[src/rtl/dmem_dma.sv]
// dmem_dma: word-granular DMA initiator for the data-memory port.
// It moves operand blocks inside data memory without CPU load/store traffic,
// advancing only while the shared-port arbiter grants the port.
//
// Optional feature macro: DMEM_DMA_FILL_EN
//   defined   -> mode=1 fills the destination with fill_val
//   undefined -> mode and fill_val are ignored, every request is a copy
//
// Ports:
//   clk, reset     clock, asynchronous active-high reset
//   start          request pulse, sampled only in IDLE
//   mode           0 = copy, 1 = fill
//   src, dst       word-aligned byte addresses
//   len            transfer length in words
//   fill_val       word written in fill mode
//   mem_grant      arbiter grant
//   mem_rd         combinational read data for mem_a
//   mem_a/we/wd    memory address, write enable, write data
//   busy           high in RD or WR
//   done           one-cycle completion pulse
//   err            sticky alignment error, cleared by the next accepted start
//
// state | meaning
// ------+----------------------------------------------------
// IDLE  | waiting for start
// RD    | reading the source word into the data register
// WR    | writing one word to the destination
// FIN   | done pulse, back to IDLE next cycle

module dmem_dma #(
    parameter int LEN_W = 8
) (
    input  logic             clk,
    input  logic             reset,
    input  logic             start,
    input  logic             mode,
    input  logic [31:0]      src,
    input  logic [31:0]      dst,
    input  logic [LEN_W-1:0] len,
    input  logic [31:0]      fill_val,
    input  logic             mem_grant,
    input  logic [31:0]      mem_rd,
    output logic [31:0]      mem_a,
    output logic             mem_we,
    output logic [31:0]      mem_wd,
    output logic             busy,
    output logic             done,
    output logic             err
);

    typedef enum logic [1:0] {
        S_IDLE = 2'd0,
        S_RD   = 2'd1,
        S_WR   = 2'd2,
        S_FIN  = 2'd3
    } state_t;

    state_t           state_q, state_d;
    logic [31:0]      src_q, src_d;
    logic [31:0]      dst_q, dst_d;
    logic [LEN_W-1:0] cnt_q, cnt_d;
    logic [31:0]      data_q, data_d;
    logic             err_q, err_d;

    // Request-side and latched view of the fill feature.
    logic             req_fill;
    logic             fill_mode;
    logic [31:0]      wr_data;

`ifdef DMEM_DMA_FILL_EN
    logic             mode_q, mode_d;
    logic [31:0]      fill_q, fill_d;

    assign req_fill  = mode;
    assign fill_mode = mode_q;
    assign wr_data   = mode_q ? fill_q : data_q;
`else
    // mode and fill_val have no function in a copy-only build.
    logic             unused_cfg;

    assign unused_cfg = mode ^ (^fill_val);
    assign req_fill   = 1'b0;
    assign fill_mode  = 1'b0;
    assign wr_data    = data_q;
`endif

    logic misaligned;

    // Source alignment matters only when the source is actually read.
    assign misaligned = (~req_fill & (|src[1:0])) | (|dst[1:0]);

    always_comb begin
        state_d = state_q;
        src_d   = src_q;
        dst_d   = dst_q;
        cnt_d   = cnt_q;
        data_d  = data_q;
        err_d   = err_q;
`ifdef DMEM_DMA_FILL_EN
        mode_d  = mode_q;
        fill_d  = fill_q;
`endif
        case (state_q)
            S_IDLE: begin
                if (start) begin
                    src_d = src;
                    dst_d = dst;
                    cnt_d = len;
                    err_d = 1'b0;
`ifdef DMEM_DMA_FILL_EN
                    mode_d = mode;
                    fill_d = fill_val;
`endif
                    if (misaligned) begin
                        err_d   = 1'b1;
                        state_d = S_FIN;
                    end else if (len == '0) begin
                        state_d = S_FIN;
                    end else if (req_fill) begin
                        state_d = S_WR;
                    end else begin
                        state_d = S_RD;
                    end
                end
            end
            S_RD: begin
                if (mem_grant) begin
                    data_d  = mem_rd;
                    state_d = S_WR;
                end
            end
            S_WR: begin
                if (mem_grant) begin
                    src_d = src_q + 32'd4;
                    dst_d = dst_q + 32'd4;
                    cnt_d = cnt_q - 1'b1;
                    if (cnt_q == LEN_W'(1)) begin
                        state_d = S_FIN;
                    end else if (fill_mode) begin
                        state_d = S_WR;
                    end else begin
                        state_d = S_RD;
                    end
                end
            end
            S_FIN: begin
                state_d = S_IDLE;
            end
            default: begin
                state_d = S_IDLE;
            end
        endcase
    end

    always_ff @(posedge clk or posedge reset) begin
        if (reset) begin
            state_q <= S_IDLE;
            src_q   <= '0;
            dst_q   <= '0;
            cnt_q   <= '0;
            data_q  <= '0;
            err_q   <= 1'b0;
`ifdef DMEM_DMA_FILL_EN
            mode_q  <= 1'b0;
            fill_q  <= '0;
`endif
        end else begin
            state_q <= state_d;
            src_q   <= src_d;
            dst_q   <= dst_d;
            cnt_q   <= cnt_d;
            data_q  <= data_d;
            err_q   <= err_d;
`ifdef DMEM_DMA_FILL_EN
            mode_q  <= mode_d;
            fill_q  <= fill_d;
`endif
        end
    end

    // Outputs are decoded from the state flop so reset clears them at once.
    assign busy   = (state_q == S_RD) || (state_q == S_WR);
    assign done   = (state_q == S_FIN);
    assign err    = err_q;
    assign mem_we = (state_q == S_WR) && mem_grant;
    assign mem_a  = (state_q == S_RD) ? src_q :
                    (state_q == S_WR) ? dst_q : 32'd0;
    assign mem_wd = (state_q == S_WR) ? wr_data : 32'd0;

endmodule

[config.mk]
export PLATFORM = sky130hd
export DESIGN_NAME = dmem_dma
export DESIGN_NICKNAME = d
export VERILOG_FILES = /design/src/rtl/dmem_dma.sv
export SDC_FILE = /design/constraint.sdc
export NUM_CORES = 1
export LEC_CHECK = 0
export CORE_MARGIN = 8
export CORE_UTILIZATION = 40
export DETAILED_ROUTE_END_ITERATION = 8
export GPL_ROUTABILITY_DRIVEN = 1
export PLACE_DENSITY = 0.71
export SYNTH_ARGS = -nofsm -noshare
export SYNTH_HDL_FRONTEND = slang
export SYNTH_SLANG_ARGS = --single-unit
[constraint.sdc]
create_clock -name clk -period 3.4 [get_ports clk]
set_input_delay 0.68 -clock clk [delete_from_list [all_inputs] [get_ports clk]]
set_output_delay 0.68 -clock clk [all_outputs]
set_load 0.02 [all_outputs]
### Word-level counts from Yosys, hierarchy flattened

Index checks and enable logic that the tools add are counted.

| word-level totals | value |
|---|---|
| register bits after elaboration | 107 |
| input bits | 141 |
| output and inout bits | 68 |
| word-level logic and storage cells | 48 |

| cells by class | value |
|---|---|
| add/sub/neg operators | 3 |
| equality and inequality tests | 7 |
| muxes and demuxes | 20 |
| bitwise gates (word level) | 1 |
| reduce and logical (&&, ||, !) cells | 11 |

Operators by type and width:

| cell | count |
|---|---|
| 32-bit two-way mux | 7 |
| 32-bit case mux with 2 select lines | 2 |
| 32-bit by 3-bit adder with 32-bit output, second input constant | 2 |
| 8-bit two-way mux | 2 |
| 8-bit case mux with 2 select lines | 1 |
| 2-bit two-way mux | 6 |
| 8-bit by 1-bit == test with 1-bit output, second input constant | 1 |
| 8-bit logical NOT | 1 |
| 2-bit case mux with 4 select lines | 1 |
| 8-bit by 1-bit subtractor with 8-bit output, second input constant | 1 |
| 2-bit inequality test, second input constant | 3 |
| 3-bit AND reduction | 2 |
| 2-bit == test, second input constant | 2 |
| 2-bit AND reduction | 2 |
| 2-bit OR reduction | 2 |
| 2-bit by 1-bit == test with 1-bit output, second input constant | 1 |
| 2-bit logical NOT | 1 |
| 2-bit nonzero test | 1 |
| 1-bit logical AND | 1 |
| 1-bit logical OR | 1 |
| 1-bit two-way mux | 1 |
| 1-bit bitwise OR | 1 |

### Longest topological paths before layout

| logic depth | value |
|---|---|
| depth after elaboration | 5 |
| depth in mapped cells | 10 |
| gate-level depth less buffers | 7 |

### Least setup slack after synthesis

Ideal clock, no wire load.

| timing | value |
|---|---|
| path type | register to output |
| start | register state_q[0] |
| end | output mem_a[16] |
| arrival | 2.016 ns |
| data required time | 2.720 ns |
| slack | 0.704 ns |
| cell stages (with the launch flop) | 8 |
| buffers on the path | 3 |
| cell sequence | dfrtp_1 -> inv_1 -> ha_1 -> clkbuf_1 -> clkbuf_1 -> buf_1 -> nand2_1 -> o21ai_0 |

| between the ends | value |
|---|---|
| cells in the longest elaborated chain, start to end | 3 |
| elaborated cells between the ends (all ways) | 4 |
| classes of those cells | 2 x eq/ne; 2 x mux |

Ends and longest elaborated chain:

| what | RTL line | text |
|---|---|---|
| start, declared | 58 | `state_t state_q, state_d;` |
| start signal, assigned | 168 | `state_q <= state_d;` |
| 2-bit == test | 187 | `(state_q == S_WR) ? dst_q : 32'd0;` |
| 32-bit two-way mux | 187 |  |
| 32-bit two-way mux * | 186 | `assign mem_a = (state_q == S_RD) ? src_q :` |
| end, declared | 43 | `output logic [31:0] mem_a,` |

Mark *: on every way between the ends. The rest lies on a longest branch, timed or not.

### Final worst setup path

| timing | value |
|---|---|
| start | register state_q[0] |
| end | output mem_a[17] |

Same word-level chain as after synthesis.

==> reports/qor.yml <==
outcome:
  outcome: "finished clean"
critical_path:
  r2r_slack_ns: 0.80
  slowest_delay_ns: 0.68
  startpoint: "state_q[0]"
  required_ns: 2.72
  reg2reg_to: "src_q[27]"
  crit_path_end: "mem_a[17]"
  arrival_ns: 2.56
  r2r-start: "state_q[0]"
  criticalPathCategory: "register to output port"
  ff2ff_path_depth: 7
  path_max_fanout: 37
  cp_cell_sequence: "inv_1 -> ha_4 -> buf_12 -> nand2_1 -> o21ai_0 -> clkdlybuf4s50_1"
  cp-start-kind: "register"
  crit_path_top_delay_cell: "clkdlybuf4s50_1"
  crit_path_end_kind: "output port"
synth:
  synth_top_cell_by_area: "dfrtp_1"
  syn_area_sq_um: 6600
  ys_warn_count: 0
  avgSynthCellArea_sq_um: 8.45
  yosysTopAreaCellShare_pct: 40.6
  ys_seq_area_share_pct: 40.6
  synth.distinct_cells: 58
  synth_flop_cell: "dfrtp_1"
  synth_edf_count: 0
  async_flop_share_pct: 100
  syn_inst: 781
  syn_nets: 931
  ys_seq_elements: 107
  synthTopCellsByArea: "dfrtp_1 (41%), nand2_1 (6.6%), mux2_2 (5.6%)"
finish:
  antenna_cells: 0
  syn2layout_area_growth_pct: 36.9
  fillers: 1516
  nNetsFinal: 1090
  drive_gt1_share_pct: 10.7
  instances_no_fill: 1165
  final_area_sq_um: 9030
  layout_commonest_cell: "clkdlybuf4s50_1"
  final_cell_mix: "clkdlybuf4s50_1 (175), nand2_1 (116), dfrtp_1 (107)"
timing:
  hold_viol_final: 0
  finClkSkew_ns: 0.00699
  fin_crit_sh_pct: 95.2
  max-slew-margin-rel_pct: 42.6
  setup-violations-final: 0
  rsz0062_at_grt: "false"
  timing.fmax_mhz: 309
  post-route-min-period_ns: 3.24
  tightestPinTransition_ns: 0.860
  setup_tns_ns: 0
  drv_slew: 0
grt:
  grt_antenna_before_repair: 0
  grt_pass1_wl_um: 33900
  grt-ovfl-total: 0
  grtUsageTotal_pct: 20.8
  grt_pass1_vias: 6196
  gr-usage-met3_pct: 3.57
  use_met2_pct: 34.1
  gr-max-usage-layer: "met2"
  grt_util_met1_pct: 27.0
  grt_max_degree: 76
drt:
  drtIter0Drc: 732
  antenna_left: 0
  viasPerCell: 5.71
  route.detailed.drc: 0
  firstDrtPassIters: 5
  wire_per_inst_um: 18.8
  wirelength_um: 21900
  vias: 6649
power_and_ir_drop:
  p_leak_nw: 3.55
  ir_drop_v: 0.000580
  power_density_nw_per_um2: 1010
clock_tree:
  clock_latency_ns: 0.36
  clkTransAtPathRegs_ns: 0.07
  cts.htree.levels: 3
  cts_tree: "yes"
  numCtsBuffers: 9
  cts.sinks: 107
  cts_buffer_depth: 2
  hold_buffers: 0
  cts-root-buf: "clkbuf_16"
place:
  routabilityCongestion: 0.850
  placedInstanceArea_sq_um: 8650
  dp_cells: 1143
  port-buffer-count: 175
  hpwl_um: 16100
floorplan:
  die_h_um: 144
  boundaryPins: 209
  die_area_sq_um: 20900
  fp.dieW_um: 144
  initial_core_util_pct: 40.4
  row_count: 47
  core_sq_um: 16300
worst_hold_path:
  hold_path.class: "register to register"
  min_path_cells: 2
job:
  max_cap_violations: 0
-- worst max-delay path, delay by kind of cell, from the launching register on --
family	cells	cell delay [ns]
adder cells (fa/ha/maj)	1	0.32
AND/OR/NAND/NOR	1	0.08
buffers and inverters	3	1.08
AO/OA/AOI/OAI	1	0.31
flip-flops	1	0.40
-- power breakdown --
group	switching, W	total [W]	leakage (nW)	internal (W)
Clock	0.000505	0.00117	0.155	0.000666
Combinational	0.00290	0.00524	2.16	0.00234
Sequential	0.000768	0.00272	1.24	0.00195
-- cell usage after synthesis, types with 4 or more instances --
cell type	number
nand2_1	116
dfrtp_1	107
o21ai_0	73
a21oi_1	57
nand3_1	41
clkbuf_1	39
nor2_1	37
and2_1	36
mux2_2	33
o22ai_1	28
and3_1	17
inv_1	16
nand4_1	14
nor3_1	14
or3_1	12
a211oi_1	10
a2bb2oi_1	9
ha_1	9
buf_1	8
nor4_1	8
and4_1	7
mux2i_1	7
a31oi_1	6
or4_1	6
o211ai_1	5
o31ai_1	5
a311oi_1	4
buf_2	4
nand2b_1	4
o22a_1	4
-- layout make-up --
class / count / area, sq um / area share, %
Clock buffer: 10 / 239 / 2.65
Clock inverter: 6 / 88.8 / 0.983
Inverter: 16 / 67.6 / 0.748
Multi-Input combinational cell: 604 / 3670 / 40.6
Sequential cell: 107 / 2680 / 29.6
Tap cell: 220 / 275 / 3.05
Timing Repair Buffer: 202 / 2020 / 22.4
-- worst min path at each step --
stage | from | endpoint | slack, ns
after floorplan | src_q[0] | src_q[0] | 0.44
after global placement | src_q[0] | src_q[0] | 0.46
after detailed placement | src_q[0] | src_q[0] | 0.46
after CTS | src_q[0] | src_q[0] | 0.47
after global routing | data_q[25] | data_q[25] | 0.51
final | src_q[0] | src_q[0] | 0.47
-- through the flow --
step           setup slack, ns  hold slack [ns]  util, %  total power (W)
2_1_floorplan            0.704            0.439        -          0.00589
3_3_place_gp             0.477            0.460     52.9          0.00780
3_5_place_dp             0.440            0.456     52.9          0.00790
4_1_cts                 0.0296            0.472     54.9          0.00910
5_1_grt                 0.0618            0.508     55.3          0.00981
6_report                 0.162            0.471     55.3          0.00913
-- sequential cells by signal, summed over array words and instances, names as in the netlist --
register  flops
src_q        32
state_q       2
cnt_q         8
dst_q        32
data_q       32
err           1
-- per-layer routing --
| metal | vias to the layer above | part of all wire [%] |
|---|---|---|
| met1 | 3189 | 41 |
| met5 | - | 0 |
| met2 | 242 | 49 |
| met3 | 34 | 6.6 |
| met4 | 0 | 2.7 |
| li1 | 3184 | - |
-- what timing repair did --
item,in CTS,in global routing
setup buffers,0,6
resized for setup,0,1
endpoints found under the setup margin,0,5
-- kinds of logic (layout without fill, tap and decap cells) --
group           after synthesis  count (layout)  synth area share [%]
fa+ha+maj                     9               9                  1.71
mux                          40              40                  6.69
buf+inv                      70             234                  4.21
compound gates              224             224                  20.8
flops                       107             107                  40.6
simple gates                331             331                  26.0
(Power assumes the default switching activity.)
